<file path="config.mk">
export PLATFORM = sky130hd
export DESIGN_NAME = posit_result_collector
export DESIGN_NICKNAME = d
export VERILOG_FILES = /design/src/rtl/posit_pkg.sv /design/src/rtl/posit_rr_arbiter.sv /design/src/rtl/posit_result_collector.sv
export SDC_FILE = /design/constraint.sdc
export NUM_CORES = 1
export LEC_CHECK = 0
export CORE_MARGIN = 2
export CORE_UTILIZATION = 45
export DETAILED_ROUTE_END_ITERATION = 6
export PLACE_DENSITY_LB_ADDON = 0.25
export SYNTH_ARGS = -nofsm -noshare
export SYNTH_HDL_FRONTEND = slang
export SYNTH_SLANG_ARGS = --single-unit
export TNS_END_PERCENT = 1
</file>
<file path="constraint.sdc">
create_clock -name clk_i -period 3.3 [get_ports clk_i]
set_clock_uncertainty 0.15 [all_clocks]
set_input_delay 0.825 -clock clk_i [delete_from_list [all_inputs] [get_ports clk_i]]
set_output_delay 0.825 -clock clk_i [all_outputs]
set_load 0.01 [all_outputs]
</file>
<file path="src/rtl/posit_pkg.sv">
// posit_pkg: types shared by the posit PPU output path.
//   status_t        - fflags-style status word {nv, dz, of, uf, nx}
//   collect_entry_t - one buffered result {result, status, ext_bit}. The tag
//                     is stored beside it because its type is a parameter.
//   idx_width()     - width of an index into n items, never below one bit
package posit_pkg;

  localparam int unsigned POSIT_WIDTH = 32;

  typedef struct packed {
    logic nv;
    logic dz;
    logic of;
    logic uf;
    logic nx;
  } status_t;

  typedef struct packed {
    logic [POSIT_WIDTH-1:0] result;
    status_t                status;
    logic                   ext_bit;
  } collect_entry_t;

  function automatic int unsigned idx_width(input int unsigned n);
    return (n > 1) ? $clog2(n) : 1;
  endfunction

endpackage

</file>
<file path="src/rtl/posit_rr_arbiter.sv">
// posit_rr_arbiter: combinational round-robin pick among NumSlices requests.
// The search starts at rr_i and moves upward, wrapping around.
//   req_i     in  NumSlices  request vector
//   rr_i      in  IdxW       search start (round-robin pointer)
//   gnt_o     out NumSlices  one-hot grant, zero when nothing is requested
//   gnt_idx_o out IdxW       index of the granted request (0 when none)
module posit_rr_arbiter
  import posit_pkg::*;
#(
  parameter int unsigned NumSlices = 3,
  localparam int unsigned IdxW = idx_width(NumSlices)
) (
  input  logic [NumSlices-1:0] req_i,
  input  logic [IdxW-1:0]      rr_i,
  output logic [NumSlices-1:0] gnt_o,
  output logic [IdxW-1:0]      gnt_idx_o
);

  logic [IdxW:0]   sum;
  logic [IdxW-1:0] idx;
  logic            found;

  always_comb begin
    gnt_o     = '0;
    gnt_idx_o = '0;
    found     = 1'b0;
    sum       = '0;
    idx       = '0;
    for (int unsigned off = 0; off < NumSlices; off++) begin
      // rr_i + off is below 2*NumSlices, so one conditional subtract is the modulo.
      sum = {1'b0, rr_i} + (IdxW + 1)'(off);
      if (sum >= (IdxW + 1)'(NumSlices)) begin
        sum = sum - (IdxW + 1)'(NumSlices);
      end
      idx = sum[IdxW-1:0];
      if (!found && req_i[idx]) begin
        found      = 1'b1;
        gnt_o[idx] = 1'b1;
        gnt_idx_o  = idx;
      end
    end
  end

endmodule

</file>
<file path="src/rtl/posit_result_collector.sv">
// posit_result_collector: collects results from the per-opgroup slices.
// Slice outputs are arbitrated round-robin. The granted result goes into a
// small FIFO, and the FIFO head is handed to writeback over valid/ready.
//
// Optional feature macro: POSIT_STICKY_STATUS_EN
//   defined   - sticky_status_o ORs in the status of every popped entry;
//               clear_status_i zeroes it and wins over a same-cycle pop
//   undefined - sticky_status_o is 0 and clear_status_i is ignored
//
// Ports:
//   clk_i, rst_i          clock, async active-high reset
//   slv_result_i/status_i/ext_bit_i/tag_i/valid_i   slice outputs
//   slv_ready_o           one-hot grant back to the slices
//   slv_busy_i            slice busy flags, folded into busy_o
//   flush_i               drop all buffered results
//   result_o/status_o/extension_bit_o/tag_o/out_valid_o   FIFO head
//   out_ready_i           writeback accepts the head
//   busy_o                any slice busy, or the FIFO is not empty
//   clear_status_i        clear the sticky status
//   sticky_status_o       accumulated status
module posit_result_collector
  import posit_pkg::*;
#(
  parameter int unsigned NumSlices = 3,
  parameter int unsigned Width     = 32,
  parameter int unsigned Depth     = 2,
  parameter type         TagType   = logic
) (
  input  logic                            clk_i,
  input  logic                            rst_i,
  input  logic [NumSlices-1:0][Width-1:0] slv_result_i,
  input  status_t [NumSlices-1:0]         slv_status_i,
  input  logic [NumSlices-1:0]            slv_ext_bit_i,
  input  TagType                          slv_tag_i [NumSlices],
  input  logic [NumSlices-1:0]            slv_valid_i,
  output logic [NumSlices-1:0]            slv_ready_o,
  input  logic [NumSlices-1:0]            slv_busy_i,
  input  logic                            flush_i,
  output logic [Width-1:0]                result_o,
  output status_t                         status_o,
  output logic                            extension_bit_o,
  output TagType                          tag_o,
  output logic                            out_valid_o,
  input  logic                            out_ready_i,
  output logic                            busy_o,
  input  logic                            clear_status_i,
  output status_t                         sticky_status_o
);

  localparam int unsigned IdxW = idx_width(NumSlices);
  localparam int unsigned PtrW = idx_width(Depth);
  localparam int unsigned CntW = $clog2(Depth) + 1;

  // Each entry stores its result in a POSIT_WIDTH field, so a wider slice result would be cut.
  if (Width > POSIT_WIDTH) begin : g_width_check
    $error("posit_result_collector: Width exceeds posit_pkg::POSIT_WIDTH");
  end

  logic [IdxW-1:0] rr_q, rr_d;
  logic [PtrW-1:0] rd_ptr_q, rd_ptr_d;
  logic [PtrW-1:0] wr_ptr_q, wr_ptr_d;
  logic [CntW-1:0] count_q, count_d;
  collect_entry_t  entry_q [Depth];
  collect_entry_t  entry_d [Depth];
  TagType          tag_q [Depth];
  TagType          tag_d [Depth];

  logic [NumSlices-1:0] arb_gnt;
  logic [IdxW-1:0]      arb_idx;
  logic                 can_push;
  logic                 push;
  logic                 pop;

  function automatic logic [PtrW-1:0] next_ptr(input logic [PtrW-1:0] p);
    if (Depth == 1) return '0;
    return p + 1'b1;
  endfunction

  posit_rr_arbiter #(
    .NumSlices (NumSlices)
  ) u_arb (
    .req_i     (slv_valid_i),
    .rr_i      (rr_q),
    .gnt_o     (arb_gnt),
    .gnt_idx_o (arb_idx)
  );

  assign out_valid_o = (count_q != '0);
  assign pop         = out_valid_o & out_ready_i;
  // A full FIFO can still take an entry when the head leaves in the same cycle.
  assign can_push    = (count_q < CntW'(Depth)) | pop;
  // Gate on rst_i so no slice sees a grant while the collector is held in reset.
  assign push        = (|arb_gnt) & can_push & ~flush_i & ~rst_i;
  assign slv_ready_o = push ? arb_gnt : '0;
  assign busy_o      = (|slv_busy_i) | out_valid_o;

  always_comb begin
    rr_d     = rr_q;
    rd_ptr_d = rd_ptr_q;
    wr_ptr_d = wr_ptr_q;
    count_d  = count_q;
    entry_d  = entry_q;
    tag_d    = tag_q;
    if (flush_i) begin
      rd_ptr_d = '0;
      wr_ptr_d = '0;
      count_d  = '0;
    end else begin
      if (push) begin
        entry_d[wr_ptr_q] = '{result:  POSIT_WIDTH'(slv_result_i[arb_idx]),
                              status:  slv_status_i[arb_idx],
                              ext_bit: slv_ext_bit_i[arb_idx]};
        tag_d[wr_ptr_q]   = slv_tag_i[arb_idx];
        wr_ptr_d          = next_ptr(wr_ptr_q);
        rr_d              = (arb_idx == IdxW'(NumSlices - 1)) ? '0 : arb_idx + 1'b1;
      end
      if (pop) begin
        rd_ptr_d = next_ptr(rd_ptr_q);
      end
      case ({push, pop})
        2'b10:   count_d = count_q + 1'b1;
        2'b01:   count_d = count_q - 1'b1;
        default: count_d = count_q;
      endcase
    end
  end

  always_ff @(posedge clk_i or posedge rst_i) begin
    if (rst_i) begin
      rr_q     <= '0;
      rd_ptr_q <= '0;
      wr_ptr_q <= '0;
      count_q  <= '0;
      for (int i = 0; i < Depth; i++) begin
        entry_q[i] <= '0;
        tag_q[i]   <= '0;
      end
    end else begin
      rr_q     <= rr_d;
      rd_ptr_q <= rd_ptr_d;
      wr_ptr_q <= wr_ptr_d;
      count_q  <= count_d;
      entry_q  <= entry_d;
      tag_q    <= tag_d;
    end
  end

  // When empty the outputs show a neutral entry, with the extension bit set.
  always_comb begin
    result_o        = '0;
    status_o        = '0;
    extension_bit_o = 1'b1;
    tag_o           = '0;
    if (out_valid_o) begin
      result_o        = Width'(entry_q[rd_ptr_q].result);
      status_o        = entry_q[rd_ptr_q].status;
      extension_bit_o = entry_q[rd_ptr_q].ext_bit;
      tag_o           = tag_q[rd_ptr_q];
    end
  end

`ifdef POSIT_STICKY_STATUS_EN
  status_t sticky_q, sticky_d;

  always_comb begin
    sticky_d = sticky_q;
    if (clear_status_i) begin
      sticky_d = '0;
    end else if (pop) begin
      sticky_d = sticky_q | status_o;
    end
  end

  always_ff @(posedge clk_i or posedge rst_i) begin
    if (rst_i) begin
      sticky_q <= '0;
    end else begin
      sticky_q <= sticky_d;
    end
  end

  assign sticky_status_o = sticky_q;
`else
  logic unused_clear_status;
  assign unused_clear_status = clear_status_i;
  assign sticky_status_o     = '0;
`endif

endmodule

</file>
==> results of run 1 <==
[registers in the layout (all words and copies together), names as in the netlist]
signal,flops
count_q,2
entry_q,76
rd_ptr_q,1
rr_q,2
tag_q,2
wr_ptr_q,1
[power by group]
part | switching (mW) | internal, mW | total, mW
Clock | 0.349 | 0.346 | 0.695
Sequential | 0.265 | 1.55 | 1.81
Combinational | 1.75 | 2.03 | 3.78
[repair_timing]
| item | 4_1_cts | 5_1_grt |
|---|---|---|
| endpoints found under the hold margin | 0 | 0 |
| setup buffers | 1 | 1 |
| cloned | 0 | 0 |
| gates resized for setup | 21 | 7 |
| setup endpoints to repair | 38 | 81 |
| pin swaps | 4 | 7 |
[logic make-up (layout without fill, tap and decap cells)]
| family | count (synthesis) | after routing | synth area share, % |
|---|---|---|---|
| adder cells (fa/ha/maj) | 4 | 4 | 1.03 |
| buffers and inverters | 44 | 223 | 4.59 |
| AND/OR/NAND/NOR | 70 | 70 | 6.75 |
| multiplexers | 123 | 123 | 27.5 |
| other | 1 | 5 | 0.0772 |
| flip-flops | 84 | 84 | 43.3 |
| AO/OA/AOI/OAI | 98 | 98 | 16.6 |
| XOR/XNOR | 1 | 1 | 0.180 |
[Yosys cell counts, types with 2 or more instances]
library cell and instances:
a21oi_1 3, mux2i_1 41, ha_1 4, clkbuf_1 15, buf_1 7, nand2b_1 3
mux2_1 10, dfrtp_1 84, inv_1 8, a22o_1 39, nand2_1 5, buf_4 11
o21ai_2 2, buf_6 2, nor3_1 2, nor2_1 48, nor2b_1 3, a21o_1 40
mux2_2 71
[metal layers]
layer  vias up  part of all wire, %  track usage [%]
met5         -                    0                0
met4         0                  1.2             5.95
met3        14                  7.7             5.27
met2       155                   49             39.3
met1      1960                   42             26.4
li1       1896                    -                -
[worst min-delay path by stage]
stage                from    endpoint  slack (ns)  cells past startpoint
5_1_grt        entry_q[3]  entry_q[3]        0.36                      1
4_1_cts        entry_q[3]  entry_q[3]        0.35                      1
2_1_floorplan  entry_q[0]  entry_q[0]        0.31                      1
3_3_place_gp     tag_q[0]    tag_q[0]        0.32                      1
3_5_place_dp   entry_q[3]  entry_q[3]        0.33                      1
6_report       entry_q[3]  entry_q[3]        0.35                      1
[final cells by class]
class / instances / area share (%)
multi-input cells: 301 / 37.6
repair buffers: 200 / 27.8
inverters: 8 / 0.435
flip-flops and latches: 84 / 29.3
well taps: 136 / 2.37
clock inverters: 4 / 0.713
clock buffers: 11 / 1.83
[layout by cell type, fill, tap and decap left out, types with 2 or more instances in the layout]
cell               n
a22o_1            39
clkbuf_8           9
mux2_2            71
clkbuf_1           2
o21ai_4            2
ha_4               2
buf_12             7
inv_1              7
nor2b_1            3
buf_2              2
nand2_1            5
o32ai_2            2
nor2_1            45
conb_1             5
dfrtp_1           83
mux2i_1           40
clkdlybuf4s50_1  165
nor2_4             2
nor3_1             2
ha_1               2
a21o_1            40
buf_4             23
a21oi_1            3
dlygate4sd2_1      3
mux2_1            10
clkinv_2           2
nand2b_1           3
[metrics by stage]
stage / power (mW) / hold WS, ns / area (um^2) / setup TNS (ns) / std cells
2_1_floorplan: 4.17 / 0.314 / 4870 / 0 / 429
3_3_place_gp: 5.32 / 0.323 / 6890 / -18.68 / 727
3_5_place_dp: 5.50 / 0.331 / 6890 / -30.15 / 727
4_1_cts: 6.28 / 0.349 / 7140 / 0 / 743
5_1_grt: 6.74 / 0.361 / 7190 / -0.0537 / 744
6_report: 6.28 / 0.345 / 7190 / 0 / 744
==> flow_summary.toml, run 1 <==
[setup_path]
crit_arrival_ns = 2.27
r2r_end = "entry_q[45]"
timing.rr.start = "rr_q[1]"
crit_chain = "clkdlybuf4s50_1, mux2_4, o21ai_2, a311oi_2, a211oi_2, buf_2"
r2r_slack_ns = 0.29
endpoint_kind = "primary output"
critPathMaxFanout = 5
cp_slowest_cell = "clkdlybuf4s50_1"
crit_required_ns = 2.32
rr_worst_depth = 11
critical_path.startpoint_type = "input port"
critPathTopFamily = "buffers and inverters"
critPathLaunch = "slv_valid_i[0]"
cp_num_buf_inv = 2
path_class = "input port to primary output"
worst-path-stages = 6
crit_path_max_incr_delay_ns = 0.41
critPathCapture = "slv_ready_o[1]"

[synthesis]
synthDistinctLibCells = 46
syn_area_per_cell_um2 = 11.4
yosysTopAreaCellShare_pct = 43.3
syn_area_um2 = 4860
synthCells = 425
async_flop_share_pct = 100
synthTopCellsByArea = "dfrtp_1, mux2_2, mux2i_1, a22o_1, a21o_1"
yosys_warnings = 0
synth-seq-area-share_pct = 43.3
ys.flop_type = "dfrtp_1"
synth_enable_flop_cells = 0
yosys_register_bits = 84
yosysTopAreaCell = "dfrtp_1"

[sta]
slew_viol_final = 0
tightest_slew_ns = 0.980
post-route-period-util_pct = 98.4
layout_setup_ws_ns = 0.0518
finalCriticalPeriod_ns = 3.25
rsz0062_at_grt = "true"
max_slew_margin_pct = 34.5
fmax_mhz = 308
setup_violations = 0
final_hold_viol_count = 0

[global_route]
overflow = 0
grt_pass1_wl_um = 19900
grt_usage_pct = 22.0
antenna_found_initial = 0
grt_start_max_net_pins = 85
grt_pass1_vias = 4171

[floorplan]
die_height_um = 108
start_util_pct = 46.6
io_pins = 177
die_x_um = 108
row_count = 37
die_area_um2 = 11600
core-area_um2 = 10400

[final_layout]
area_growth_pct = 48.0
fin_util_pct = 69.0
nets = 736
seqCellArea_um2 = 2100
fillerInstances = 801
drive_gt1_share_pct = 23.0
antenna_cells = 0
multiInputGateArea_um2 = 2700

[clock_network]
cts.clk_slew.worst_paths_ns = 0.08
htree_levels = 3
cts_tree = "built"
cts_root_buf = "clkbuf_8"
clk_latency_ns = 0.34
cts_sinks = 84
clockBufferDepth = 2
cts_made_buffers = 9
hold_buffers = 0

[route]
routed_via_density = 5.41
vias = 4025
avgRoutedWirePerCell_um = 17.1
drtIter0Drc = 119
drc = 0
firstDrtPassIters = 4
drt_wl_total_um = 12700
ant_nets = 0

[place]
place_congestion = 0.822
io_buffer_count = 170
dp_hpwl_um = 9260
dp_slack_ns = -0.407

[power_and_ir_drop]
p_leak_nw = 3.16
pwr_density_cell_nw_per_um2 = 874
ir_drop_v = 0.000477

[run]
maxCapViolations = 0

[hold_path]
hp-class = "register to register"

[outcome]
status = "finished clean"
Note: power is estimated with default switching activity, not from simulation.
==> run 2, diff against run 1 <==
--- a/config.mk
+++ b/config.mk
@@ -8,6 +8,7 @@
 export CORE_MARGIN = 2
 export CORE_UTILIZATION = 45
 export DETAILED_ROUTE_END_ITERATION = 6
+export GPL_ROUTABILITY_DRIVEN = 0
 export PLACE_DENSITY_LB_ADDON = 0.25
 export SYNTH_ARGS = -nofsm -noshare
 export SYNTH_HDL_FRONTEND = slang
==> results of run 2 <==
Final layout, timing and power as in run 1 (identical DEF).
